===== src/rtl/seg7_scan_ndigit_if.sv =====
// seg7_scan_ndigit_if
//   Bundles the digit-data inputs and the display-pin outputs of the
//   multiplexed 7-segment scanner.
//   master : producer of display data, consumer of the pin outputs
//   slave  : the scanner itself
//   Signals:
//     digits_in  [4*DIGITS]  packed nibbles, digit 0 rightmost
//     dp_in      [DIGITS]    decimal point request, 1 = lit
//     blank_in   [DIGITS]    force digit dark, 1 = blank
//     lz_en                  leading-zero suppression enable
//     update                 capture strobe for the four inputs above
//     seg        [7]         {a..g}, seg[6]=a, active-low
//     dp                     decimal point, active-low
//     an         [DIGITS]    digit enables, active-low one-hot-cold
//     frame_done             one-cycle pulse after each full scan
interface seg7_scan_ndigit_if #(
  parameter int DIGITS = 4
);
  logic [4*DIGITS-1:0] digits_in;
  logic [DIGITS-1:0]   dp_in;
  logic [DIGITS-1:0]   blank_in;
  logic                lz_en;
  logic                update;
  logic [6:0]          seg;
  logic                dp;
  logic [DIGITS-1:0]   an;
  logic                frame_done;

  modport master (
    output digits_in, dp_in, blank_in, lz_en, update,
    input  seg, dp, an, frame_done
  );

  modport slave (
    input  digits_in, dp_in, blank_in, lz_en, update,
    output seg, dp, an, frame_done
  );
endinterface


===== src/rtl/seg7_scan_ndigit.sv =====
// seg7_scan_ndigit
//   Time-multiplexed N-digit common-anode 7-segment driver. Input data is
//   captured into a staging register on `update` and promoted to the display
//   register only at frame boundaries, so a scan never shows mixed data.
//   Each digit slot starts with BLANK_CYCLES of all-anodes-off to avoid
//   ghosting. All pin outputs are registered (one cycle behind scan state).
//   Ports:
//     clk    system clock, rising edge
//     reset  synchronous, active-high
//     bus    seg7_scan_ndigit_if.slave (data in, display pins out)
module seg7_scan_ndigit #(
  parameter int DIGITS       = 4,
  parameter int REFRESH_DIV  = 100000,
  parameter int BLANK_CYCLES = 1000
) (
  input  logic               clk,
  input  logic               reset,
  seg7_scan_ndigit_if.slave  bus
);

  localparam int IW = (DIGITS > 1) ? $clog2(DIGITS) : 1;
  localparam int CW = $clog2(REFRESH_DIV);
  localparam logic [CW-1:0] CNT_LAST = CW'(REFRESH_DIV - 1);
  localparam logic [CW-1:0] BLANK_C  = CW'(BLANK_CYCLES);
  localparam logic [IW-1:0] IDX_LAST = IW'(DIGITS - 1);

  logic [CW-1:0]       r_cnt;
  logic [IW-1:0]       r_idx;

  logic [4*DIGITS-1:0] r_stg_dig;
  logic [DIGITS-1:0]   r_stg_dp;
  logic [DIGITS-1:0]   r_stg_blank;
  logic                r_stg_lz;

  logic [4*DIGITS-1:0] r_dsp_dig;
  logic [DIGITS-1:0]   r_dsp_dp;
  logic [DIGITS-1:0]   r_dsp_blank;
  logic                r_dsp_lz;

  logic                w_slot_end;
  logic                w_frame_end;
  logic                w_blank_ph;
  logic [DIGITS-1:0]   w_sup;
  logic                w_run;
  logic [3:0]          w_nib;
  logic                w_dark;
  logic [6:0]          w_dec;
  logic [DIGITS-1:0]   w_an;

  function automatic logic [6:0] f_decode(input logic [3:0] v);
    case (v)
      4'h0: f_decode = 7'b0000001;
      4'h1: f_decode = 7'b1001111;
      4'h2: f_decode = 7'b0010010;
      4'h3: f_decode = 7'b0000110;
      4'h4: f_decode = 7'b1001100;
      4'h5: f_decode = 7'b0100100;
      4'h6: f_decode = 7'b0100000;
      4'h7: f_decode = 7'b0001111;
      4'h8: f_decode = 7'b0000000;
      4'h9: f_decode = 7'b0000100;
      4'hA: f_decode = 7'b0001000;
      4'hB: f_decode = 7'b1100000;
      4'hC: f_decode = 7'b0110001;
      4'hD: f_decode = 7'b1000010;
      4'hE: f_decode = 7'b0110000;
      default: f_decode = 7'b0111000;
    endcase
  endfunction

  assign w_slot_end  = (r_cnt == CNT_LAST);
  assign w_frame_end = w_slot_end && (r_idx == IDX_LAST);
  assign w_blank_ph  = (r_cnt < BLANK_C);

  // Walk from the most significant digit down; suppression stays active
  // only while every digit seen so far is zero or blanked. Digit 0 is exempt.
  always_comb begin
    w_run = r_dsp_lz;
    w_sup = '0;
    for (int unsigned i = DIGITS; i > 0; i--) begin
      w_run = w_run & ((r_dsp_dig[4*(i-1) +: 4] == 4'h0) | r_dsp_blank[i-1]);
      if (i > 1) w_sup[i-1] = w_run;
    end
  end

  always_comb begin
    w_nib      = r_dsp_dig[{r_idx, 2'b00} +: 4];
    w_dark     = w_sup[r_idx] | r_dsp_blank[r_idx];
    w_dec      = f_decode(w_nib);
    w_an       = '1;
    w_an[r_idx] = 1'b0;
  end

  always_ff @(posedge clk) begin
    if (reset) begin
      r_cnt          <= '0;
      r_idx          <= '0;
      r_stg_dig      <= '0;
      r_stg_dp       <= '0;
      r_stg_blank    <= '0;
      r_stg_lz       <= 1'b0;
      r_dsp_dig      <= '0;
      r_dsp_dp       <= '0;
      r_dsp_blank    <= '0;
      r_dsp_lz       <= 1'b0;
      bus.seg        <= 7'h7F;
      bus.dp         <= 1'b1;
      bus.an         <= '1;
      bus.frame_done <= 1'b0;
    end else begin
      if (w_slot_end) begin
        r_cnt <= '0;
        r_idx <= (r_idx == IDX_LAST) ? '0 : r_idx + 1'b1;
      end else begin
        r_cnt <= r_cnt + 1'b1;
      end

      if (bus.update) begin
        r_stg_dig   <= bus.digits_in;
        r_stg_dp    <= bus.dp_in;
        r_stg_blank <= bus.blank_in;
        r_stg_lz    <= bus.lz_en;
      end

      // A strobe coinciding with the boundary bypasses staging so the new
      // frame already shows it.
      if (w_frame_end) begin
        r_dsp_dig   <= bus.update ? bus.digits_in : r_stg_dig;
        r_dsp_dp    <= bus.update ? bus.dp_in     : r_stg_dp;
        r_dsp_blank <= bus.update ? bus.blank_in  : r_stg_blank;
        r_dsp_lz    <= bus.update ? bus.lz_en     : r_stg_lz;
      end

      bus.frame_done <= w_frame_end;

      if (w_blank_ph) begin
        bus.an  <= '1;
        bus.seg <= 7'h7F;
        bus.dp  <= 1'b1;
      end else begin
        bus.an  <= w_an;
        bus.seg <= w_dark ? 7'h7F : w_dec;
        // Suppressed digits keep their decimal point; blanked ones do not.
        bus.dp  <= r_dsp_blank[r_idx] | ~r_dsp_dp[r_idx];
      end
    end
  end

endmodule

===== src/flat_wrapper.sv =====
// flat-port wrapper written by rule: the top's interface ports become plain ports
module seg7_scan_ndigit_flat 
#(
  parameter int DIGITS       = 4,
  parameter int REFRESH_DIV  = 100000,
  parameter int BLANK_CYCLES = 1000
)
  (clk, reset, bus_digits_in, bus_dp_in, bus_blank_in, bus_lz_en, bus_update, bus_seg, bus_dp, bus_an, bus_frame_done);
  seg7_scan_ndigit_if #(.DIGITS(DIGITS)) bus_i ();
  input  logic clk;
  input  logic reset;
  input wire logic [$bits(bus_i.digits_in)-1:0] bus_digits_in;
  input wire logic [$bits(bus_i.dp_in)-1:0] bus_dp_in;
  input wire logic [$bits(bus_i.blank_in)-1:0] bus_blank_in;
  input wire logic [$bits(bus_i.lz_en)-1:0] bus_lz_en;
  input wire logic [$bits(bus_i.update)-1:0] bus_update;
  output wire logic [$bits(bus_i.seg)-1:0] bus_seg;
  output wire logic [$bits(bus_i.dp)-1:0] bus_dp;
  output wire logic [$bits(bus_i.an)-1:0] bus_an;
  output wire logic [$bits(bus_i.frame_done)-1:0] bus_frame_done;
  assign bus_i.digits_in = bus_digits_in;
  assign bus_i.dp_in = bus_dp_in;
  assign bus_i.blank_in = bus_blank_in;
  assign bus_i.lz_en = bus_lz_en;
  assign bus_i.update = bus_update;
  assign bus_seg = bus_i.seg;
  assign bus_dp = bus_i.dp;
  assign bus_an = bus_i.an;
  assign bus_frame_done = bus_i.frame_done;
  seg7_scan_ndigit #(.DIGITS(DIGITS), .REFRESH_DIV(REFRESH_DIV), .BLANK_CYCLES(BLANK_CYCLES)) u_core (.clk(clk), .reset(reset), .bus(bus_i));
endmodule

===== config.mk =====
export PLATFORM = sky130hd
export DESIGN_NAME = seg7_scan_ndigit_flat
export DESIGN_NICKNAME = d
export VERILOG_FILES = /design/src/rtl/seg7_scan_ndigit_if.sv /design/src/rtl/seg7_scan_ndigit.sv /design/src/flat_wrapper.sv
export SDC_FILE = /design/constraint.sdc
export NUM_CORES = 1
export LEC_CHECK = 0
export CORE_MARGIN = 2
export CORE_UTILIZATION = 55
export DETAILED_ROUTE_END_ITERATION = 8
export GPL_ROUTABILITY_DRIVEN = 0
export PLACE_DENSITY = 0.89
export SETUP_SLACK_MARGIN = 0.3
export SLEW_MARGIN = 40
export SYNTH_ARGS = -nofsm -noshare
export SYNTH_HDL_FRONTEND = slang
export SYNTH_SLANG_ARGS = --single-unit

===== constraint.sdc =====
create_clock -name clk -period 6.08 [get_ports clk]
set_input_delay 1.52 -clock clk [delete_from_list [all_inputs] [get_ports clk]]
set_output_delay 1.52 -clock clk [all_outputs]
set_load 0.02 [all_outputs]

Yosys cells after proc, flatten, opt, wreduce, memory -nomap -nowiden
Memory sizes are Yosys's and may differ from the RTL's. A register that Yosys moved wholly into a read port is not among the register bits. Cells that the tools add are included.

Equal/unequal tests: 2. Order comparisons: 3. Bitwise logic cells: 10. Add/sub/neg operators: 2. Shifts and indexed selects: 1. Reductions and logical operators: 8. Muxes and demuxes: 13.

Operators by type and width (number): $add A17 B1 Y17 const B (1); $eq A17 B17 Y1 const B (1); $lt A17 B10 Y1 const B (1); $mux W16 (1); $shiftx A16 B5 Y4 (1); $logic_not A4 Y1 (3); $mux W4 (2); $bmux W1 S2 (3); $mux W1 (5); $or A1 B1 Y1 (5); $not A4 Y4 (1); $reduce_or A2 Y1 (2); $and A1 B1 Y1 (3); $lt A2 B3 Y1 const B (1); $reduce_or A3 Y1 (1); $add A2 B1 Y2 const B (1); $demux W1 S2 (1); $eq A2 B2 Y1 const B (1); $ge A2 B1 Y1 const B (1); $logic_and A1 B1 Y1 (2); $mux W2 (1); $not A1 Y1 (1).

Memories kept: 1. Output and inout bits: 13. Bits of input ports: 28. Flip-flop bits (word level): 75. Memory bits (read-only): 112. Logic and storage cells: 53.

Memory list: (name not given) (depth 16, width 7, read ports 1, clocked after memory_dff 1, wr ports 0, line seg7_scan_ndigit.sv:51) `case (v)`.

Depth between registers and ports, before layout
Gate-level depths: netlist of the first run.

Depth after elaboration: 9. Gate-level depth with buffers: 8. Gate-level depth less buffers: 7.

Worst setup path before layout of the first run
No wires, ideal clock.

Path type: input port to flip-flop. Start: input port bus_update. End: register u_core.r_dsp_dig[2]. Buffers on the path: 2. Data arrival time: 2.621 ns. Setup slack: 3.326 ns. Cell stages on the path: 5. Setup time: 0.132 ns. Data required time: 5.948 ns. Path through: clkbuf_1 > clkbuf_1 > mux2_2 > nand4_1 > a21oi_1.

Word-level cells in the longest chain between the ends: 1.

Ends and longest elaborated chain: start: declaration (line flat_wrapper.sv:16) `input wire logic [$bits(bus_i.update)-1:0] bus_update;`; $mux W16 (line seg7_scan_ndigit.sv:128) `r_dsp_dig <= bus.update ? bus.digits_in : r_stg_dig;`; end signal: assignment (line seg7_scan_ndigit.sv:128); end: declaration (line seg7_scan_ndigit.sv:35) `logic [4*DIGITS-1:0] r_dsp_dig;`.

Every way passes these cells. A chain may end at the register's enable or synchronous reset.

Final worst setup path of the first run
Start: register u_core.r_idx[0]. End: register u_core.r_dsp_dig[3].

Word-level cells in the longest chain between the ends: 2.

Ends and longest elaborated chain: start: declaration (line seg7_scan_ndigit.sv:28) `logic [IW-1:0] r_idx;`; start signal: assignment (line seg7_scan_ndigit.sv:113) `r_idx <= (r_idx == IDX_LAST) ? '0 : r_idx + 1'b1;`; $eq A2 B2 Y1 (line seg7_scan_ndigit.sv:72) `assign w_frame_end = w_slot_end && (r_idx == IDX_LAST);`; $logic_and A1 B1 Y1 (line seg7_scan_ndigit.sv:72).

Every way passes these cells.

==> results of run 1 <==
[placed cells by master (no fill, tap or decap), types with 2 or more instances in the layout]
master,n
mux2i_1,3
mux4_2,6
nand4_1,32
xor2_1,7
o211ai_1,2
nor2b_1,26
a21o_1,2
mux2_2,27
a21oi_1,31
inv_1,8
xnor2_1,6
clkbuf_8,9
bufinv_16,2
nand2_1,14
nor3_1,3
clkdlybuf4s50_1,38
o21ai_0,5
buf_4,3
o31ai_1,25
clkinv_4,3
or3_1,2
and4_1,2
dfxtp_1,82
or4_4,2
o2111ai_1,2
nor2_1,16
nand3_1,10
nor4_1,7
nand2b_1,3
ha_1,10
[sequential cells by signal, indices dropped and copies added (netlist names), 4 cells and up]
register            flops
u_core.r_dsp_dig       16
u_core.r_stg_dp         4
u_core.bus.an           4
u_core.r_dsp_blank      4
u_core.bus.seg          7
u_core.r_stg_blank      4
u_core.r_stg_dig       16
u_core.r_cnt           17
u_core.r_dsp_dp         4
[per-stage QoR]
stage	worst slack (ns)	area, um2	power (mW)	hold WS [ns]	util [%]
4_1_cts	3.222	4352	1.058	0.4714	65.13
3_3_place_gp	2.535	4114	0.6201	0.4514	61.57
2_1_floorplan	3.326	3729	0.5987	0.4410	-
5_1_grt	3.015	4352	1.090	0.4919	65.13
3_5_place_dp	3.259	4125	0.6218	0.4600	61.74
6_report	3.192	4352	1.053	0.4707	65.13
[final cells by class]
cell class	instances	area share, %
multi-input cells	260	44.62
clock inverters	7	2.358
well taps	80	2.300
clock buffers	9	2.846
repair buffers	42	9.373
inverters	9	0.7763
flip-flops and latches	82	37.72
[cells by family after synthesis]
| group | Yosys count | share of synthesized area [%] |
|---|---|---|
| AOI/OAI and AO/OA | 75 | 12.89 |
| xor gates and xnor gates | 13 | 3.054 |
| adders and majority gates | 11 | 3.691 |
| buffers and inverters | 39 | 4.630 |
| DFF | 82 | 44.03 |
| muxes | 36 | 12.58 |
| and+or+nand+nor | 125 | 19.13 |
[worst max-delay path, stage by stage (launching register included)]
cell	delay (ns)
dfxtp_1	0.69
ha_2	0.65
clkinv_1	0.74
o31ai_1	0.53
a21oi_1	0.13
[worst paths after layout]
| check | endpoint | slack, ns | cells past startpoint |
|---|---|---|---|
| worst max-delay path | u_core.r_dsp_dig[3] | 3.19 | 4 |
| worst max register to register | u_core.r_dsp_dig[3] | 3.19 | 4 |
| worst min-delay path | u_core.r_dsp_dp[3] | 0.47 | 2 |
| worst min register to register | u_core.r_dsp_dp[3] | 0.47 | 2 |
[per-layer routing]
metal | vias up | wire length [um] | global-route usage [%]
met3 | 16 | 379 | 5.238
met4 | 0 | 154 | 9.517
li1 | 1449 | - | -
met1 | 1416 | 3467 | 28.14
met5 | - | 0 | 0
met2 | 92 | 3855 | 36.29
[where the power goes]
| part | switching [mW] | internal (mW) | total [mW] |
|---|---|---|---|
| Sequential | 0.00435 | 0.548 | 0.552 |
| Clock | 0.209 | 0.234 | 0.444 |
| Combinational | 0.0229 | 0.0342 | 0.0571 |
==> results.ini, run 1 <==
[outcome]
status = complete, no violations

[clock_tree]
tritoncts = yes
cts-root-buf = clkbuf_8
h-tree-depth = 3
ctsResizeCount = 0
cts.sinks = 82
clkTransAtPathRegs_ns = 0.09
cts_made_buffers = 9
worst_skew_pair.late_latency_ns = 0.37
clockBufferDepth = 2
cts_hold_buffers = 0
cts_setup_buffers = 0

[timing]
fmax_mhz = 346.3
period_share_pct = 47.50
fin_tns_setup_ns = 0
fin_crit_ns = 2.888
setup_violations = 0
rsz0062_at_grt = no
finalClockSkew_ns = 0.01039
relSlewSlack_pct = 52.01
report.final.slew_viol_count = 0
worstMarginPinSlew_ns = 0.7155
hold_viol = 0

[setup_path]
path_max_fanout = 28
crit_start = u_core.r_idx[0]
timing.rr.start = u_core.r_idx[0]
start_kind = register
crit_required_ns = 6.31
arrival_ns = 3.12
cp-end-kind = register
critical_path_class = register to register

[run]
drv_cap = 0

[global_routing]
grt_pass1_wl_mm = 13.01
overflow = 0
grt_pass1_vias = 2730
grt_max_degree = 59
antenna_found_initial = 0
grt_util_all_layers_pct = 22.21

[synthesis]
synth_commonest_cells = dfxtp_1, nand4_1, a21oi_1
syn_area_um2 = 3729
yosysTopAreaCell = dfxtp_1
yosys_warnings = 0
synth_cell_types = 45
synth_edf_count = 0
yosysTopAreaCellShare_pct = 44.03
ys_ff_latch = 82
yosysMostFrequentCell = dfxtp_1
syn_area_per_cell_um2 = 9.786
synth_nets = 420
syn_inst = 381
seq_area_frac_synth_pct = 44.03
ys.flop_type = dfxtp_1
netlist_top_cells_area = dfxtp_1, mux2_2, nand4_1
postSynth.asyncResetShare_pct = 0

[floorplan]
die_area_um2 = 7454
fp.dieH_um = 86.34
ios = 41
num_rows = 30
die-width_um = 86.34
start_util_pct = 55.81
core-area_um2 = 6681

[detailed_routing]
drt_iter0_markers = 194
drc = 0
avgRoutedWirePerCell_um = 16.07
route.vias.total = 2973
drt-total-wl_mm = 7.856
drt_pass1_iterations = 5
antenna_left = 0
via_per_inst = 6.080

[final_layout]
fill_cells = 523
multi_input_area_um2 = 1942
antenna_cells = 0
syn2layout_area_growth_pct = 16.71
fin_nets = 443
final-seq-area_um2 = 1642
finalNonFillerCells = 489
drive_above_1_share_pct = 15.40

[hold_path]
hold_class = register to register
hp-start = u_core.r_dsp_dp[3]

[power_and_ir_drop]
p_per_area_nw_per_um2 = 242.0
p_leak_nw = 1.444
ir_drop_v = 0.0001915

[placed_design]
port_buffers = 40
hpwlAfterDp_mm = 5.020
dp.cells = 473

(Power assumes the default switching activity.)
==> run 2, diff against run 1 <==
--- a/config.mk
+++ b/config.mk
@@ -6,10 +6,10 @@
 export NUM_CORES = 1
 export LEC_CHECK = 0
 export CORE_MARGIN = 2
-export CORE_UTILIZATION = 55
+export CORE_UTILIZATION = 50
 export DETAILED_ROUTE_END_ITERATION = 8
 export GPL_ROUTABILITY_DRIVEN = 0
-export PLACE_DENSITY = 0.89
+export PLACE_DENSITY = 0.86
 export SETUP_SLACK_MARGIN = 0.3
 export SLEW_MARGIN = 40
 export SYNTH_ARGS = -nofsm -noshare
==> constraint.sdc (replaced) <==
create_clock -name clk -period 2.5 [get_ports clk]
set_input_delay 0.625 -clock clk [delete_from_list [all_inputs] [get_ports clk]]
set_output_delay 0.625 -clock clk [all_outputs]
set_load 0.02 [all_outputs]
==> run 2 against run 1 <==
  * Routed wire length up 2.4%
  * Core utilization fell by 3.8 points
  * Sequential cell count did not move
  * Die area increased by 9.5%
  * Register-to-register slack worse by 2.8 ns
  * Critical path type unchanged
  * Largest cell class unchanged
==> results.ini, run 2 (synthesis results as in run 1) <==
[final_layout]
drive_above_1_share_pct = 18.05  ; was 15.40%
largest_register_ffs = 17  ; unchanged
syn2layout_area_growth_pct = 19.40  ; was 16.71%
antenna_cells = 0  ; unchanged
layout_commonest_cell = dfxtp_1  ; unchanged
layout_common_cells = dfxtp_1, clkdlybuf4s50_1, nand4_1  ; unchanged
final-seq-area_um2 = 1645  ; was 1642 um2
finalNonFillerCells = 520  ; was 489
utilization_pct = 61.38  ; was 65.13%
stdcell_area_um2 = 4452  ; was 4352 um2
reg.largest.list = u_core.r_cnt x17, u_core.r_dsp_dig x16, u_core.r_stg_dig x16  ; unchanged
fill_cells = 585  ; was 523
multi_input_area_um2 = 1948  ; was 1942 um2
fin_nets = 455  ; was 443
regMostFlops = u_core.r_cnt  ; unchanged

[clock_tree]
clockBufferDepth = 2  ; unchanged
cts_made_buffers = 9  ; unchanged
clkTransAtPathRegs_ns = 0.09  ; about the same
cts-root-buf = clkbuf_8  ; unchanged
cts.sinks = 82  ; unchanged
h-tree-depth = 3  ; unchanged
cts_setup_buffers = 0  ; unchanged
tritoncts = yes  ; unchanged
worst_skew_pair.late_latency_ns = 0.37  ; about the same
cts_hold_buffers = 0  ; unchanged

[power_and_ir_drop]
sw_frac_of_total_pct = 23.25  ; was 22.48%
p_per_area_nw_per_um2 = 552.6  ; was 242.0 nW/um2
ir_drop_v = 0.0004655  ; was 0.0001915 V
p_leak_nw = 1.483  ; was 1.444 nW
comb_power_share_pct = 5.9  ; was 5.4%
p_seq_share_pct = 54.7  ; was 52.4%
p_int_mw = 1.888  ; was 0.8165 mW
p_sw_mw = 0.5719  ; was 0.2367 mW
p_clk_share_pct = 39.4  ; was 42.1%

[global_routing]
top_usage_layer = met2  ; unchanged
met2_usage_pct = 34.40  ; was 36.29%
antenna_found_initial = 0  ; unchanged
grt_max_degree = 31  ; was 59
grt_pass1_wl_mm = 13.64  ; was 13.01 mm
grt_pass1_vias = 2977  ; was 2730
use_met3_pct = 3.422  ; was 5.238%
met1_usage_pct = 24.88  ; was 28.14%
grt_util_all_layers_pct = 20.35  ; was 22.21%
overflow = 0  ; unchanged

[setup_path]
r2r_slack_ns = 0.41  ; was 3.19 ns
arrival_ns = 2.38  ; was 3.12 ns
crit_slowest_cell = or4_4  ; was clkinv_1
critical_path_class = register to register  ; unchanged
worst_r2r_endpoint = u_core.r_idx[0]  ; was u_core.r_dsp_dig[3]
crit_start = u_core.r_cnt[11]  ; was u_core.r_idx[0]
cp-end-kind = register  ; unchanged
critPathMaxStageDelay_ns = 0.56  ; was 0.74 ns
crit_required_ns = 2.79  ; was 6.31 ns
timing.rr.start = u_core.r_cnt[11]  ; was u_core.r_idx[0]
reg2reg_depth = 4  ; unchanged
path_max_fanout = 7  ; was 28
start_kind = register  ; unchanged
crit_chain = or4_4, or4_4, or4_1, a21oi_1  ; was ha_2, clkinv_1, o31ai_1, a21oi_1
cpMostUsedCell = or4_4

[detailed_routing]
drt-total-wl_mm = 8.048  ; was 7.856 mm
antenna_left = 0  ; unchanged
drt_pass1_iterations = 4  ; was 5
route.vias.total = 3026  ; was 2973
via_per_inst = 5.819  ; was 6.080
avgRoutedWirePerCell_um = 15.48  ; was 16.07 um
drc = 0  ; unchanged
drt_iter0_markers = 195  ; was 194

[floorplan]
num_rows = 31  ; was 30
ios = 41  ; unchanged
die-width_um = 90.36  ; was 86.34 um
fp.dieH_um = 90.36  ; was 86.34 um
core-area_um2 = 7253  ; was 6681 um2
start_util_pct = 51.41  ; was 55.81%
die_area_um2 = 8164  ; was 7454 um2

[hold_path]
hold_depth = 2  ; unchanged
hold_end = u_core.r_dsp_blank[0]  ; was u_core.r_dsp_dp[3]
hp-start = u_core.r_dsp_blank[0]  ; was u_core.r_dsp_dp[3]
hold_class = register to register  ; unchanged

[timing]
hold_viol = 0  ; unchanged
fmax_mhz = 479.2  ; was 346.3 MHz
relSlewSlack_pct = 58.54  ; was 52.01%
setup_violations = 0  ; unchanged
fin_crit_ns = 2.087  ; was 2.888 ns
report.final.slew_viol_count = 0  ; unchanged
worstMarginPinSlew_ns = 0.6162  ; was 0.7155 ns
period_share_pct = 83.47  ; was 47.50%
setup_ws_ns = 0.4132  ; was 3.192 ns
fin_tns_setup_ns = 0  ; unchanged
finalClockSkew_ns = 0.01228  ; was 0.01039 ns
rsz0062_at_grt = no  ; unchanged

[outcome]
status = complete, no violations  ; unchanged

[placed_design]
dp.cells = 504  ; was 473
placed_cell_area_um2 = 4228  ; was 4125 um2
hpwlAfterDp_mm = 5.533  ; was 5.020 mm
port_buffers = 40  ; unchanged
dp_slack_ns = 0.2661  ; was 3.259 ns

[run]
drv_cap = 0  ; unchanged

==> run 2: critical path: cells and delay by family, from the launching register on <==
kind	cells	cell delay, ns
and+or+nand+nor	3	1.51
DFF	1	0.36
AOI/OAI and AO/OA	1	0.15
==> run 2: timing repair <==
| action | CTS | global route |
|---|---|---|
| setup endpoints to repair | 13 | 29 |
| gates resized for setup | 3 | 4 |
| pin swaps | 1 | 0 |
==> run 2: worst max-delay path by stage <==
stage	to	cells after the start
finish	u_core.r_idx[0]	4
global route	u_core.r_dsp_dig[13]	5
CTS	u_core.r_idx[0]	5
detailed placement	u_core.r_dsp_lz	5
global placement	u_core.r_idx[0]	4
floorplan	u_core.r_dsp_dig[10]	6
==> run 2: cell type report <==
class                           count  area share (%)
Inverter                            9          0.7589
Clock inverter                      7           1.714
Sequential cell                    82           36.96
Tap cell                           99           2.782
Timing Repair Buffer               54           11.24
Multi-Input combinational cell    260           43.76
Clock buffer                        9           2.782
==> run 2: power groups by stage <==
stage | Sequential (mW) | Clock [mW] | Combinational, mW
after floorplan | 1.37 | 0 | 0.0855
after global placement | 1.37 | 0 | 0.139
after detailed placement | 1.37 | 0 | 0.143
after CTS | 1.34 | 0.983 | 0.144
after global routing | 1.35 | 1.05 | 0.159
final | 1.35 | 0.970 | 0.145
==> run 2: per-layer routing <==
layer  share of wire (%)  routed length, um
met1                  42               3358
met2                  51               4105
met3                 4.4                351
met4                 2.9                233
met5                   0                  0
==> run 2: metrics by stage <==
stage                     total power [mW]  hold slack, ns
final                                2.460          0.4704
after global routing                 2.554          0.4954
after CTS                            2.471          0.4736
after detailed placement             1.517          0.4624
after global placement               1.511          0.4508
after floorplan                      1.456          0.4410
==> run 3, diff against run 2 <==
--- a/config.mk
+++ b/config.mk
@@ -6,10 +6,10 @@
 export NUM_CORES = 1
 export LEC_CHECK = 0
 export CORE_MARGIN = 2
-export CORE_UTILIZATION = 50
+export CORE_UTILIZATION = 55
 export DETAILED_ROUTE_END_ITERATION = 8
 export GPL_ROUTABILITY_DRIVEN = 0
-export PLACE_DENSITY = 0.86
+export PLACE_DENSITY = 0.89
 export SETUP_SLACK_MARGIN = 0.3
 export SLEW_MARGIN = 40
 export SYNTH_ARGS = -nofsm -noshare
==> constraint.sdc (replaced) <==
create_clock -name clk -period 1.94 [get_ports clk]
set_input_delay 0.485 -clock clk [delete_from_list [all_inputs] [get_ports clk]]
set_output_delay 0.485 -clock clk [all_outputs]
set_load 0.02 [all_outputs]
==> run 3 against run 2 <==
  * The run now ends with setup timing left
  * First-iteration DRC count is 96% higher
  * Global-route usage is 4.5 points higher
  * Cell count is 2.3% higher
  * Worst setup slack worse by 0.54 ns
  * Combinational power is 48% higher
  * Maximum frequency is 0.90% higher
  * Sequential power is 28% higher
  * Die area is 8.7% lower
  * Non-clock buffer count is 31 higher
  * Largest power group unchanged
  * Highest routed layer unchanged
==> results.ini, run 3 (synthesis results as in run 1) <==
[outcome]
status = finished, violations left  ; was complete, no violations
violations = setup timing

[power_and_ir_drop]
p_per_area_nw_per_um2 = 634.1  ; was 552.6 nW/um2
power.total_mw = 3.115  ; was 2.460 mW
p_leak_nw = 1.673  ; was 1.483 nW
ir_drop_v = 0.0004754  ; was 0.0004655 V

[final_layout]
reg.largest.list = u_core.r_cnt x17, u_core.r_dsp_dig x16, u_core.r_stg_dig x16  ; unchanged
largest_register_ffs = 17  ; unchanged
syn2layout_area_growth_pct = 31.74  ; was 19.40%
layout_common_cells = dfxtp_1, buf_4, nand4_1  ; was dfxtp_1, clkdlybuf4s50_1, nand4_1
layout_commonest_cell = dfxtp_1  ; unchanged
stdcell_area_um2 = 4912  ; was 4452 um2
antenna_cells = 0  ; unchanged
finalNonFillerCells = 532  ; was 520
fin_nets = 486  ; was 455
drive_above_1_share_pct = 31.19  ; was 18.05%
regMostFlops = u_core.r_cnt  ; unchanged

[clock_tree]
cts_made_buffers = 9  ; unchanged
clockBufferDepth = 2  ; unchanged
h-tree-depth = 3  ; unchanged
clkTransAtPathRegs_ns = 0.09  ; about the same
cts-root-buf = clkbuf_8  ; unchanged
worst_skew_pair.late_latency_ns = 0.37  ; about the same
cts.sinks = 82  ; unchanged
tritoncts = yes  ; unchanged

[timing]
worstMarginPinSlew_ns = 0.7552  ; was 0.6162 ns
setup_violations = 38  ; was 0
hold_viol = 0  ; unchanged
period_share_pct = 106.6  ; was 83.47%
rsz0062_at_grt = yes  ; was no
setup_ws_ns = -0.1282  ; was 0.4132 ns
finalClockSkew_ns = 0.01328  ; was 0.01228 ns
report.final.slew_viol_count = 0  ; unchanged
fin_crit_ns = 2.068  ; was 2.087 ns
relSlewSlack_pct = 49.19  ; was 58.54%
fmax_mhz = 483.5  ; was 479.2 MHz

[placed_design]
placed_cell_area_um2 = 4446  ; was 4228 um2
dp.cells = 503  ; was 504
port_buffers = 40  ; unchanged
hpwlAfterDp_mm = 5.604  ; was 5.533 mm

[detailed_routing]
avgRoutedWirePerCell_um = 18.13  ; was 15.48 um
route.vias.total = 3321  ; was 3026
via_per_inst = 6.242  ; was 5.819
drt-total-wl_mm = 9.644  ; was 8.048 mm
drt_pass1_iterations = 5  ; was 4
drt_iter0_markers = 383  ; was 195
drc = 0  ; unchanged
antenna_left = 0  ; unchanged

[setup_path]
start_kind = register  ; unchanged
critical_path_class = register to register  ; unchanged
cp-end-kind = register  ; unchanged
crit_required_ns = 2.18  ; was 2.79 ns
arrival_ns = 2.31  ; was 2.38 ns
path_max_fanout = 12  ; was 7

[global_routing]
grt_pass1_vias = 3046  ; was 2977
antenna_found_initial = 0  ; unchanged
overflow = 0  ; unchanged
grt_max_degree = 29  ; was 31
grt_util_all_layers_pct = 24.83  ; was 20.35%
grt_pass1_wl_mm = 14.57  ; was 13.64 mm

[hold_path]
hold_class = input port to register  ; was register to register

[floorplan]
die-width_um = 86.34  ; was 90.36 um
ios = 41  ; unchanged
die_area_um2 = 7454  ; was 8164 um2
core-area_um2 = 6681  ; was 7253 um2
num_rows = 30  ; was 31
fp.dieH_um = 86.34  ; was 90.36 um
start_util_pct = 55.81  ; was 51.41%

[run]
drv_cap = 0  ; unchanged

==> run 3: cell types whose count changed in the layout (fill, tap and decap cells not counted), moves of 3 or more <==
cell / delta
buf_12: +3
inv_1: -4
o31ai_2: +17
clkdlybuf4s50_1: -13
buf_6: +7
o31ai_1: -19
buf_4: +20
dlygate4sd2_1: +13
==> run 3: where the power goes <==
| part | total [mW] | switching [mW] | internal, mW | leakage (nW) |
|---|---|---|---|---|
| registers | 1.73 | 0.0103 | 1.72 | 0.669 |
| clock network | 1.18 | 0.662 | 0.513 | 0.0937 |
| logic | 0.214 | 0.0871 | 0.127 | 0.910 |
==> run 3: final timing paths <==
kind | start | to | slack, ns | cells past startpoint
max reg2reg | u_core.r_cnt[14] | u_core.r_dsp_dig[1] | -0.13 | 5
min reg2reg | u_core.r_dsp_dp[0] | u_core.r_dsp_dp[0] | 0.48 | 2
max | u_core.r_cnt[14] | u_core.r_dsp_dig[1] | -0.13 | 5
min | reset | u_core.r_idx[0] | 0.48 | 2
==> run 3: timing repair <==
item                                    CTS  global route
hold buffers                              0             0
resized for setup                        32            24
buffers inserted                          6             6
pin swaps                                 4             8
gates cloned                              1             0
endpoints found under the setup margin   64            52
==> run 3: area by class of cell <==
cell class                      count  area, um2
Clock buffer                       10      137.6
Clock inverter                      6      47.55
Fill cell                         433       1769
Inverter                            9      38.79
Multi-Input combinational cell    260       2151
Sequential cell                    82       1649
Tap cell                           80      100.1
Timing Repair Buffer               85      788.3
==> run 3: worst max-delay path, cell delays in order (launching register included) <==
cell and delay [ns]:
dfxtp_2 0.32, or4_4 0.52, or4_4 0.52, buf_12 0.19, o31ai_2 0.27, a21oi_1 0.11
==> run 3: per-layer routing <==
metal,global-route usage (%),part of all wire [%]
met5,0,0
met4,12.50,3.4
met3,4.476,6.1
met2,40.42,50
met1,31.69,40
==> run 3: per-stage QoR <==
| step | hold slack (ns) | worst slack, ns | util (%) | setup TNS [ns] |
|---|---|---|---|---|
| after global routing | 0.4524 | -0.1531 | 73.52 | -4.111 |
| final | 0.4757 | -0.1282 | 73.52 | -2.038 |
| after global placement | 0.4524 | -0.0002519 | 66.54 | -0.0002519 |
| after floorplan | 0.4410 | -0.005938 | - | -0.02641 |
| after CTS | 0.4469 | -0.08067 | 71.24 | -0.5740 |
| after detailed placement | 0.4652 | -0.1069 | 66.54 | -0.7752 |
